--- config.mk ---
export PLATFORM = sky130hd
export DESIGN_NAME = parc_core_rob_ctrl_flat
export DESIGN_NICKNAME = d
export VERILOG_FILES = /design/src/rtl/parc_core_rob_pkg.sv /design/src/rtl/parc_core_rob_ctrl_if.sv /design/src/rtl/parc_core_rob_entry_array.sv /design/src/rtl/parc_core_rob_ctrl.sv /design/src/flat_wrapper.sv
export SDC_FILE = /design/constraint.sdc
export NUM_CORES = 1
export LEC_CHECK = 0
export ABC_AREA = 1
export BUFFER_PORTS_ARGS = -buffer_cell sky130_fd_sc_hd__clkbuf_2
export CORE_ASPECT_RATIO = 1.5
export CORE_MARGIN = 3
export CORE_UTILIZATION = 44
export DETAILED_ROUTE_END_ITERATION = 6
export PLACE_DENSITY = 0.7
export SLEW_MARGIN = 30
export SYNTH_ARGS = -nofsm -noshare
export SYNTH_HDL_FRONTEND = slang
export SYNTH_SLANG_ARGS = --single-unit
--- constraint.sdc ---
create_clock -name clk -period 12.69 [get_ports clk]
set_input_delay 0.6345 -clock clk [delete_from_list [all_inputs] [get_ports clk]]
set_output_delay 0.6345 -clock clk [all_outputs]
set_load 0.01 [all_outputs]
--- src/rtl/parc_core_rob_pkg.sv ---
// Shared definitions for the PARC core reorder buffer.
// Provides the default geometry, the slot and entry types, and the modulo
// age comparison that the ROB squash logic and the scoreboard both use.
package parc_core_rob_pkg;

  localparam int unsigned ROB_ENTRIES = 16;
  localparam int unsigned ROB_SLOT_W  = 4;
  localparam int unsigned ROB_REG_W   = 5;
  localparam int unsigned ROB_DATA_W  = 32;

  typedef logic [ROB_SLOT_W-1:0] rob_slot_t;

  typedef struct packed {
    logic                  valid;
    logic                  filled;
    logic [ROB_REG_W-1:0]  dst;
    logic [ROB_DATA_W-1:0] data;
  } rob_entry_t;

  // True when 'slot' is strictly younger than 'ref_slot'.
  // Age is the modulo distance from the head, so the result holds across wrap.
  function automatic logic rob_younger(input rob_slot_t slot,
                                       input rob_slot_t ref_slot,
                                       input rob_slot_t head);
    rob_slot_t age_slot;
    rob_slot_t age_ref;
    age_slot = slot - head;
    age_ref  = ref_slot - head;
    return age_slot > age_ref;
  endfunction

endpackage

--- src/rtl/parc_core_rob_ctrl_if.sv ---
// ROB control bus between decode/writeback/branch logic and the ROB.
// master : decode/writeback side (drives alloc, fill and squash requests)
// slave  : ROB side (drives alloc grant, commit port and occupancy)
interface parc_core_rob_ctrl_if #(
  parameter int unsigned SLOT_W = 4,
  parameter int unsigned REG_W  = 5,
  parameter int unsigned DATA_W = 32
);
  logic              rob_alloc_req;
  logic [REG_W-1:0]  rob_alloc_dst;
  logic              rob_alloc_rdy;
  logic [SLOT_W-1:0] rob_alloc_slot;
  logic              rob_fill_val;
  logic [SLOT_W-1:0] rob_fill_slot;
  logic [DATA_W-1:0] rob_fill_data;
  logic              rob_squash_val;
  logic [SLOT_W-1:0] rob_squash_slot;
  logic              rob_commit_wen;
  logic [SLOT_W-1:0] rob_commit_slot;
  logic [REG_W-1:0]  rob_commit_waddr;
  logic [DATA_W-1:0] rob_commit_data;
  logic [SLOT_W:0]   rob_count;

  modport master (
    output rob_alloc_req, rob_alloc_dst,
    output rob_fill_val, rob_fill_slot, rob_fill_data,
    output rob_squash_val, rob_squash_slot,
    input  rob_alloc_rdy, rob_alloc_slot,
    input  rob_commit_wen, rob_commit_slot, rob_commit_waddr, rob_commit_data,
    input  rob_count
  );

  modport slave (
    input  rob_alloc_req, rob_alloc_dst,
    input  rob_fill_val, rob_fill_slot, rob_fill_data,
    input  rob_squash_val, rob_squash_slot,
    output rob_alloc_rdy, rob_alloc_slot,
    output rob_commit_wen, rob_commit_slot, rob_commit_waddr, rob_commit_data,
    output rob_count
  );
endinterface

--- src/rtl/parc_core_rob_entry_array.sv ---
// Per-entry ROB storage: valid/filled flags (reset) and dst/data (not reset).
// Ports: alloc write (alloc_*), fill write (fill_*), invalidate mask
// (inval_mask_i, commit and squash), asynchronous head read (head_*),
// and the full valid vector (valid_o).
module parc_core_rob_entry_array #(
  parameter int unsigned ENTRIES = 16,
  parameter int unsigned SLOT_W  = 4,
  parameter int unsigned REG_W   = 5,
  parameter int unsigned DATA_W  = 32
) (
  input  logic               clk,
  input  logic               rst_n,
  input  logic               alloc_en_i,
  input  logic [SLOT_W-1:0]  alloc_slot_i,
  input  logic [REG_W-1:0]   alloc_dst_i,
  input  logic               fill_en_i,
  input  logic [SLOT_W-1:0]  fill_slot_i,
  input  logic [DATA_W-1:0]  fill_data_i,
  input  logic [ENTRIES-1:0] inval_mask_i,
  input  logic [SLOT_W-1:0]  head_slot_i,
  output logic [ENTRIES-1:0] valid_o,
  output logic               head_valid_o,
  output logic               head_filled_o,
  output logic [REG_W-1:0]   head_dst_o,
  output logic [DATA_W-1:0]  head_data_o
);

  logic [ENTRIES-1:0] valid_q;
  logic [ENTRIES-1:0] filled_q;
  logic [REG_W-1:0]   dst_q  [ENTRIES];
  logic [DATA_W-1:0]  data_q [ENTRIES];
  logic               fill_ok;

  // Fills to empty slots, or slots being squashed this cycle, are dropped.
  assign fill_ok = fill_en_i && valid_q[fill_slot_i] && !inval_mask_i[fill_slot_i];

  always_ff @(posedge clk or negedge rst_n) begin
    if (!rst_n) begin
      valid_q  <= '0;
      filled_q <= '0;
    end else begin
      for (int unsigned i = 0; i < ENTRIES; i++) begin
        if (inval_mask_i[i]) valid_q[i] <= 1'b0;
        if (alloc_en_i && alloc_slot_i == SLOT_W'(i)) begin
          valid_q[i]  <= 1'b1;
          filled_q[i] <= 1'b0;
        end
        if (fill_ok && fill_slot_i == SLOT_W'(i)) filled_q[i] <= 1'b1;
      end
    end
  end

  always_ff @(posedge clk) begin
    if (alloc_en_i) dst_q[alloc_slot_i] <= alloc_dst_i;
    if (fill_ok)    data_q[fill_slot_i] <= fill_data_i;
  end

  assign valid_o       = valid_q;
  assign head_valid_o  = valid_q[head_slot_i];
  assign head_filled_o = filled_q[head_slot_i];
  assign head_dst_o    = dst_q[head_slot_i];
  assign head_data_o   = data_q[head_slot_i];

endmodule

--- src/rtl/parc_core_rob_ctrl.sv ---
// In-order reorder-buffer controller for the 5-stage PARC core.
// Ports: clk, reset_n (async active-low), rob (slave side of the ROB bus:
// alloc request/grant, writeback fill, squash, commit port, occupancy).
module parc_core_rob_ctrl
  import parc_core_rob_pkg::*;
#(
  parameter int unsigned ENTRIES = ROB_ENTRIES,
  parameter int unsigned SLOT_W  = ROB_SLOT_W,
  parameter int unsigned REG_W   = ROB_REG_W,
  parameter int unsigned DATA_W  = ROB_DATA_W
) (
  input logic                 clk,
  input logic                 reset_n,
  parc_core_rob_ctrl_if.slave rob
);

  localparam logic [SLOT_W:0] CNT_FULL = (SLOT_W+1)'(ENTRIES);

  logic [SLOT_W-1:0]  head_q, head_d;
  logic [SLOT_W-1:0]  tail_q, tail_d;
  logic [SLOT_W:0]    count_q, count_d;
  logic [ENTRIES-1:0] inval_mask;
  logic [ENTRIES-1:0] valid_vec;
  logic               head_valid, head_filled;
  logic               alloc_rdy, alloc_fire, commit_fire;
  logic [SLOT_W:0]    survivors;

  assign alloc_rdy   = (count_q != CNT_FULL) && !rob.rob_squash_val;
  assign alloc_fire  = rob.rob_alloc_req && alloc_rdy;
  assign commit_fire = head_valid && head_filled;

  // Squash keeps head..squash_slot inclusive. Counting survivors from the
  // pre-commit head and then subtracting the commit keeps a full-survivor
  // squash at ENTRIES instead of aliasing to 0 through the modulo difference.
  assign survivors = {1'b0, SLOT_W'(rob.rob_squash_slot - head_q)} + (SLOT_W+1)'(1);

  always_comb begin
    head_d     = head_q + SLOT_W'(commit_fire);
    tail_d     = tail_q;
    count_d    = count_q;
    inval_mask = '0;
    if (commit_fire) inval_mask[head_q] = 1'b1;
    if (rob.rob_squash_val) begin
      for (int unsigned i = 0; i < ENTRIES; i++) begin
        if (rob_younger(rob_slot_t'(i), rob.rob_squash_slot, head_q))
          inval_mask[i] = 1'b1;
      end
      tail_d  = rob.rob_squash_slot + SLOT_W'(1);
      count_d = survivors - (SLOT_W+1)'(commit_fire);
    end else begin
      tail_d  = tail_q + SLOT_W'(alloc_fire);
      count_d = count_q + (SLOT_W+1)'(alloc_fire) - (SLOT_W+1)'(commit_fire);
    end
  end

  always_ff @(posedge clk or negedge reset_n) begin
    if (!reset_n) begin
      head_q  <= '0;
      tail_q  <= '0;
      count_q <= '0;
    end else begin
      head_q  <= head_d;
      tail_q  <= tail_d;
      count_q <= count_d;
    end
  end

  parc_core_rob_entry_array #(
    .ENTRIES (ENTRIES),
    .SLOT_W  (SLOT_W),
    .REG_W   (REG_W),
    .DATA_W  (DATA_W)
  ) u_entries (
    .clk           (clk),
    .rst_n         (reset_n),
    .alloc_en_i    (alloc_fire),
    .alloc_slot_i  (tail_q),
    .alloc_dst_i   (rob.rob_alloc_dst),
    .fill_en_i     (rob.rob_fill_val),
    .fill_slot_i   (rob.rob_fill_slot),
    .fill_data_i   (rob.rob_fill_data),
    .inval_mask_i  (inval_mask),
    .head_slot_i   (head_q),
    .valid_o       (valid_vec),
    .head_valid_o  (head_valid),
    .head_filled_o (head_filled),
    .head_dst_o    (rob.rob_commit_waddr),
    .head_data_o   (rob.rob_commit_data)
  );

  assign rob.rob_alloc_rdy   = alloc_rdy;
  assign rob.rob_alloc_slot  = tail_q;
  assign rob.rob_commit_wen  = commit_fire;
  assign rob.rob_commit_slot = head_q;
  assign rob.rob_count       = count_q;

`ifndef SYNTHESIS
  a_count_pop: assert property (@(posedge clk) disable iff (!reset_n)
    count_q == (SLOT_W+1)'($countones(valid_vec)));
  a_squash_valid: assert property (@(posedge clk) disable iff (!reset_n)
    rob.rob_squash_val |-> valid_vec[rob.rob_squash_slot]);
`endif

endmodule
--- src/flat_wrapper.sv ---
// flat-port wrapper written by rule: the top's interface ports become plain ports
module parc_core_rob_ctrl_flat import parc_core_rob_pkg::*;
#(
  parameter int unsigned ENTRIES = ROB_ENTRIES,
  parameter int unsigned SLOT_W  = ROB_SLOT_W,
  parameter int unsigned REG_W   = ROB_REG_W,
  parameter int unsigned DATA_W  = ROB_DATA_W
)
  (clk, reset_n, rob_rob_alloc_req, rob_rob_alloc_dst, rob_rob_fill_val, rob_rob_fill_slot, rob_rob_fill_data, rob_rob_squash_val, rob_rob_squash_slot, rob_rob_alloc_rdy, rob_rob_alloc_slot, rob_rob_commit_wen, rob_rob_commit_slot, rob_rob_commit_waddr, rob_rob_commit_data, rob_rob_count);
  parc_core_rob_ctrl_if #(.SLOT_W(SLOT_W), .REG_W(REG_W), .DATA_W(DATA_W)) rob_i ();
  input logic clk;
  input logic reset_n;
  input wire logic [$bits(rob_i.rob_alloc_req)-1:0] rob_rob_alloc_req;
  input wire logic [$bits(rob_i.rob_alloc_dst)-1:0] rob_rob_alloc_dst;
  input wire logic [$bits(rob_i.rob_fill_val)-1:0] rob_rob_fill_val;
  input wire logic [$bits(rob_i.rob_fill_slot)-1:0] rob_rob_fill_slot;
  input wire logic [$bits(rob_i.rob_fill_data)-1:0] rob_rob_fill_data;
  input wire logic [$bits(rob_i.rob_squash_val)-1:0] rob_rob_squash_val;
  input wire logic [$bits(rob_i.rob_squash_slot)-1:0] rob_rob_squash_slot;
  output wire logic [$bits(rob_i.rob_alloc_rdy)-1:0] rob_rob_alloc_rdy;
  output wire logic [$bits(rob_i.rob_alloc_slot)-1:0] rob_rob_alloc_slot;
  output wire logic [$bits(rob_i.rob_commit_wen)-1:0] rob_rob_commit_wen;
  output wire logic [$bits(rob_i.rob_commit_slot)-1:0] rob_rob_commit_slot;
  output wire logic [$bits(rob_i.rob_commit_waddr)-1:0] rob_rob_commit_waddr;
  output wire logic [$bits(rob_i.rob_commit_data)-1:0] rob_rob_commit_data;
  output wire logic [$bits(rob_i.rob_count)-1:0] rob_rob_count;
  assign rob_i.rob_alloc_req = rob_rob_alloc_req;
  assign rob_i.rob_alloc_dst = rob_rob_alloc_dst;
  assign rob_i.rob_fill_val = rob_rob_fill_val;
  assign rob_i.rob_fill_slot = rob_rob_fill_slot;
  assign rob_i.rob_fill_data = rob_rob_fill_data;
  assign rob_i.rob_squash_val = rob_rob_squash_val;
  assign rob_i.rob_squash_slot = rob_rob_squash_slot;
  assign rob_rob_alloc_rdy = rob_i.rob_alloc_rdy;
  assign rob_rob_alloc_slot = rob_i.rob_alloc_slot;
  assign rob_rob_commit_wen = rob_i.rob_commit_wen;
  assign rob_rob_commit_slot = rob_i.rob_commit_slot;
  assign rob_rob_commit_waddr = rob_i.rob_commit_waddr;
  assign rob_rob_commit_data = rob_i.rob_commit_data;
  assign rob_rob_count = rob_i.rob_count;
  parc_core_rob_ctrl #(.ENTRIES(ENTRIES), .SLOT_W(SLOT_W), .REG_W(REG_W), .DATA_W(DATA_W)) u_core (.clk(clk), .reset_n(reset_n), .rob(rob_i));
endmodule
==> run metrics <==
Fillers ~5200; hold_ws 0.137 ns; RSZ-0062 raised after global routing no; total power 6.90 mW; Reg2Reg Launch Point u_core.rob.rob_commit_slot[0]$_DFF_PN0_; Leak 10.7 nW; WL per Instance 22.4 um; DP HPWL around 41000 um; initial antenna violation count 3; Layout Nets between 2000 and 2500; post-route ant nets 0; Hold Vio Cnt, Final 0; critical path type register to register; Resize count post-CTS 0; mapped cell area 0.0272 mm^2; core area 0.0612 mm^2; TritonCTS clock tree yes; hold buffer count at cts 0; layout cells sized above 1 0.111; hold crit path type primary input to asynchronous set/reset pin; Synth Area in Simple Gates 0.114; largest area contributor in the netlist edfxtp_1; CP cell instances buf_4 -> buf_4 -> nand3_1 -> nand3_1 -> nand3_1 -> nand3_2 -> nand4_1 -> o21ai_1 -> nand2_1 -> nand3_2 -> nor2_8 -> nand3_2 -> clkinv_2; Post-synth EDFFs 592; Fmax ~180 MHz; Peak supply drop 227 uV; CP arrival between 5 and 6 ns; Worst R2R Path Depth 13; asr flop ratio synth 0.0706; mux cell area share after synthesis 0; root buffer cell clkbuf_16; register area share after synthesis 0.694; CP Capture Point u_core.u_entries.data_q[14][16]$_DFFE_PP_; placed cells 3015; CP startpoint kind register; WL final roughly 70000 um; Final TNS setup 0 ns; Die Ht 311 um; final worst path period share 0.447; Total GRT Usage 0.210; Critical path origin u_core.rob.rob_commit_slot[0]$_DFF_PN0_; Synth Instances 2245; Initial Util 0.445; H-tree levels 2; main flop type after synthesis edfxtp_1; total CTS buffers 54; largest family of logic cells by synthesized area compound AO/OA/AOI/OAI gates; Max Root-Sink Buffers 3; CP endpoint kind register; initial DRC count 1779; Yosys cell types 42; vias in the first global route 18443; Vias/cell 5.81; CTS sink count 637; TritonRoute pass-1 iters 5; WP depth 13; Ys Warns 0; status finished clean; RR Endpoint u_core.u_entries.data_q[14][16]$_DFFE_PP_; Buf/Inv on CP 3; post-synthesis compound-gate area fraction 0.122; # rows 111; Slowest cell on crit path dfrtp_4; critical path's largest stage delay roughly 0.92 ns; I/O pins 102; pwr/cell area 229 mW/mm^2; Setup violations, final 0; most instantiated cells after synthesis edfxtp_1, nor2_1, o21ai_0; first-pass GRT wire length 107000 um; Clock Latency Late Sink about 0.60 ns; register clock-pin slew on the reported worst setup and hold paths 0.07 ns; Synth area leaders edfxtp_1, o21ai_0, nor2_1; CP top delay family buffers and inverters; Placer Congestion around 0.94; count leader, synth edfxtp_1; Via Count 18103; largest net degree at the start of global routing 123; DRC 0; Cell Count, Final, Fillers Out 3118; Final min period 5.67 ns; flops & latches, synth 637; Synth Area in XOR/XNOR 0.00638; port buffer count 101; Die W 209 um; reg-to-reg slack, setup about 7 ns; Max Slew Vio Count 0; syn nets 2351; DIE AREA 0.0650 mm^2; Worst Skew 0.0207 ns; Synth Area per Inst 12.1 um^2; Yosys top cell area share 0.652; Adder-Cell Fraction of Synth Area 0.0263; Area Growth Syn to Fin 10.5%; postcts setup bufs 0; Slew @ Worst Pin just under 1 ns; max-cap violations 0; total grt overflow 0; critical path data required time approximately 13 ns; critical path fanouts, max 78; Rel. slew slack 0.345
cell type report:
type / count / area [um^2] / area share
Sequential cell: 637 / 18900 / 0.628
Multi-Input combinational cell: 1353 / 7310 / 0.243
Clock buffer: 72 / 1570 / 0.0520
Tap cell: 791 / 990 / 0.0329
Timing Repair Buffer: 113 / 611 / 0.0203
Inverter: 121 / 473 / 0.0157
Clock inverter: 29 / 240 / 0.00798
Antenna cell: 2 / 5.00 / 0.000166
sequential cells by signal, indices dropped and copies added, names as in the netlist:
| register | cells |
|---|---|
| u_core.rob.rob_commit_slot | 4 |
| u_core.rob.rob_alloc_slot | 4 |
| u_core.u_entries.valid_o | 16 |
| u_core.u_entries.dst_q | 80 |
| u_core.rob.rob_count | 5 |
| u_core.u_entries.data_q | 512 |
| u_core.u_entries.filled_q | 16 |
stage by stage:
step                worst slack (ns)  cell area [um^2]   util
floorplan                       8.24             27200      -
global placement                7.15             28300  0.462
detailed placement              7.07             28300  0.462
CTS                             7.04             30100  0.491
global route                    6.71             30100  0.492
finish                          7.02             30100  0.492
kinds of logic (layout without fill, tap and decap cells):
group,Yosys count,in the layout
and+or+nand+nor,738,738
AOI/OAI and AO/OA,540,540
other,0,2
DFF,637,637
xor gates and xnor gates,19,19
buffers and inverters,255,335
adders and majority gates,56,56
worst min path at each step:
stage | end | cells past startpoint
floorplan | u_core.rob.rob_alloc_slot[0]$_DFF_PN0_ | 0
global placement | u_core.u_entries.filled_q[7]$_DFFE_PN0P_ | 2
detailed placement | u_core.u_entries.filled_q[6]$_DFFE_PN0P_ | 2
CTS | u_core.rob.rob_count[0]$_DFF_PN0_ | 2
global route | u_core.rob.rob_commit_slot[0]$_DFF_PN0_ | 2
finish | u_core.rob.rob_alloc_slot[2]$_DFF_PN0_ | 2
per-layer routing:
layer  track usage  share of wire  vias to the layer above
met3        0.0296          0.055                      154
li1              -              -                     8249
met4        0.0946          0.044                        2
met2         0.374           0.52                      686
met5             0        0.00023                        -
met1         0.251           0.38                     9012
power breakdown:
part | internal (mW) | switching [mW]
Clock | 0.933 | 0.746
Combinational | 0.852 | 1.83
Sequential | 2.37 | 0.169
Total | 4.15 | 2.75
cell usage in the layout, fill, tap and decap left out, drive strengths merged:
master | Yosys | final
o22ai | 39 | 39
nor3 | 3 | 3
nand2 | 258 | 258
a22oi | 8 | 8
o221ai | 111 | 111
a31oi | 3 | 3
xor2 | 14 | 14
fa | 2 | 2
nand3b | 2 | 2
buf | 20 | 12
edfxtp | 592 | 592
dfrtp | 45 | 45
inv | 121 | 119
nand4 | 1 | 1
ha | 54 | 54
or2 | 1 | 1
clkbuf | 114 | 173
bufinv | 0 | 3
o21ai | 316 | 316
clkinvlp | 0 | 2
a21oi | 14 | 14
clkinv | 0 | 26
o211ai | 37 | 37
nor2 | 363 | 363
xnor2 | 5 | 5
diode | 0 | 2
o21bai | 11 | 11
a31o | 1 | 1
nand3 | 110 | 110
worst register-to-register path: stages, from the launching register on:
cell and delay, ns:
dfrtp_4 0.92, buf_4 0.78, buf_4 0.78, nand3_1 0.21, nand3_1 0.14, nand3_1 0.15, nand3_2 0.36, nand4_1 0.28
o21ai_1 0.35, nand2_1 0.13, nand3_2 0.15, nor2_8 0.10, nand3_2 0.09, clkinv_2 0.67
Power figures use the tool's default switching activity.
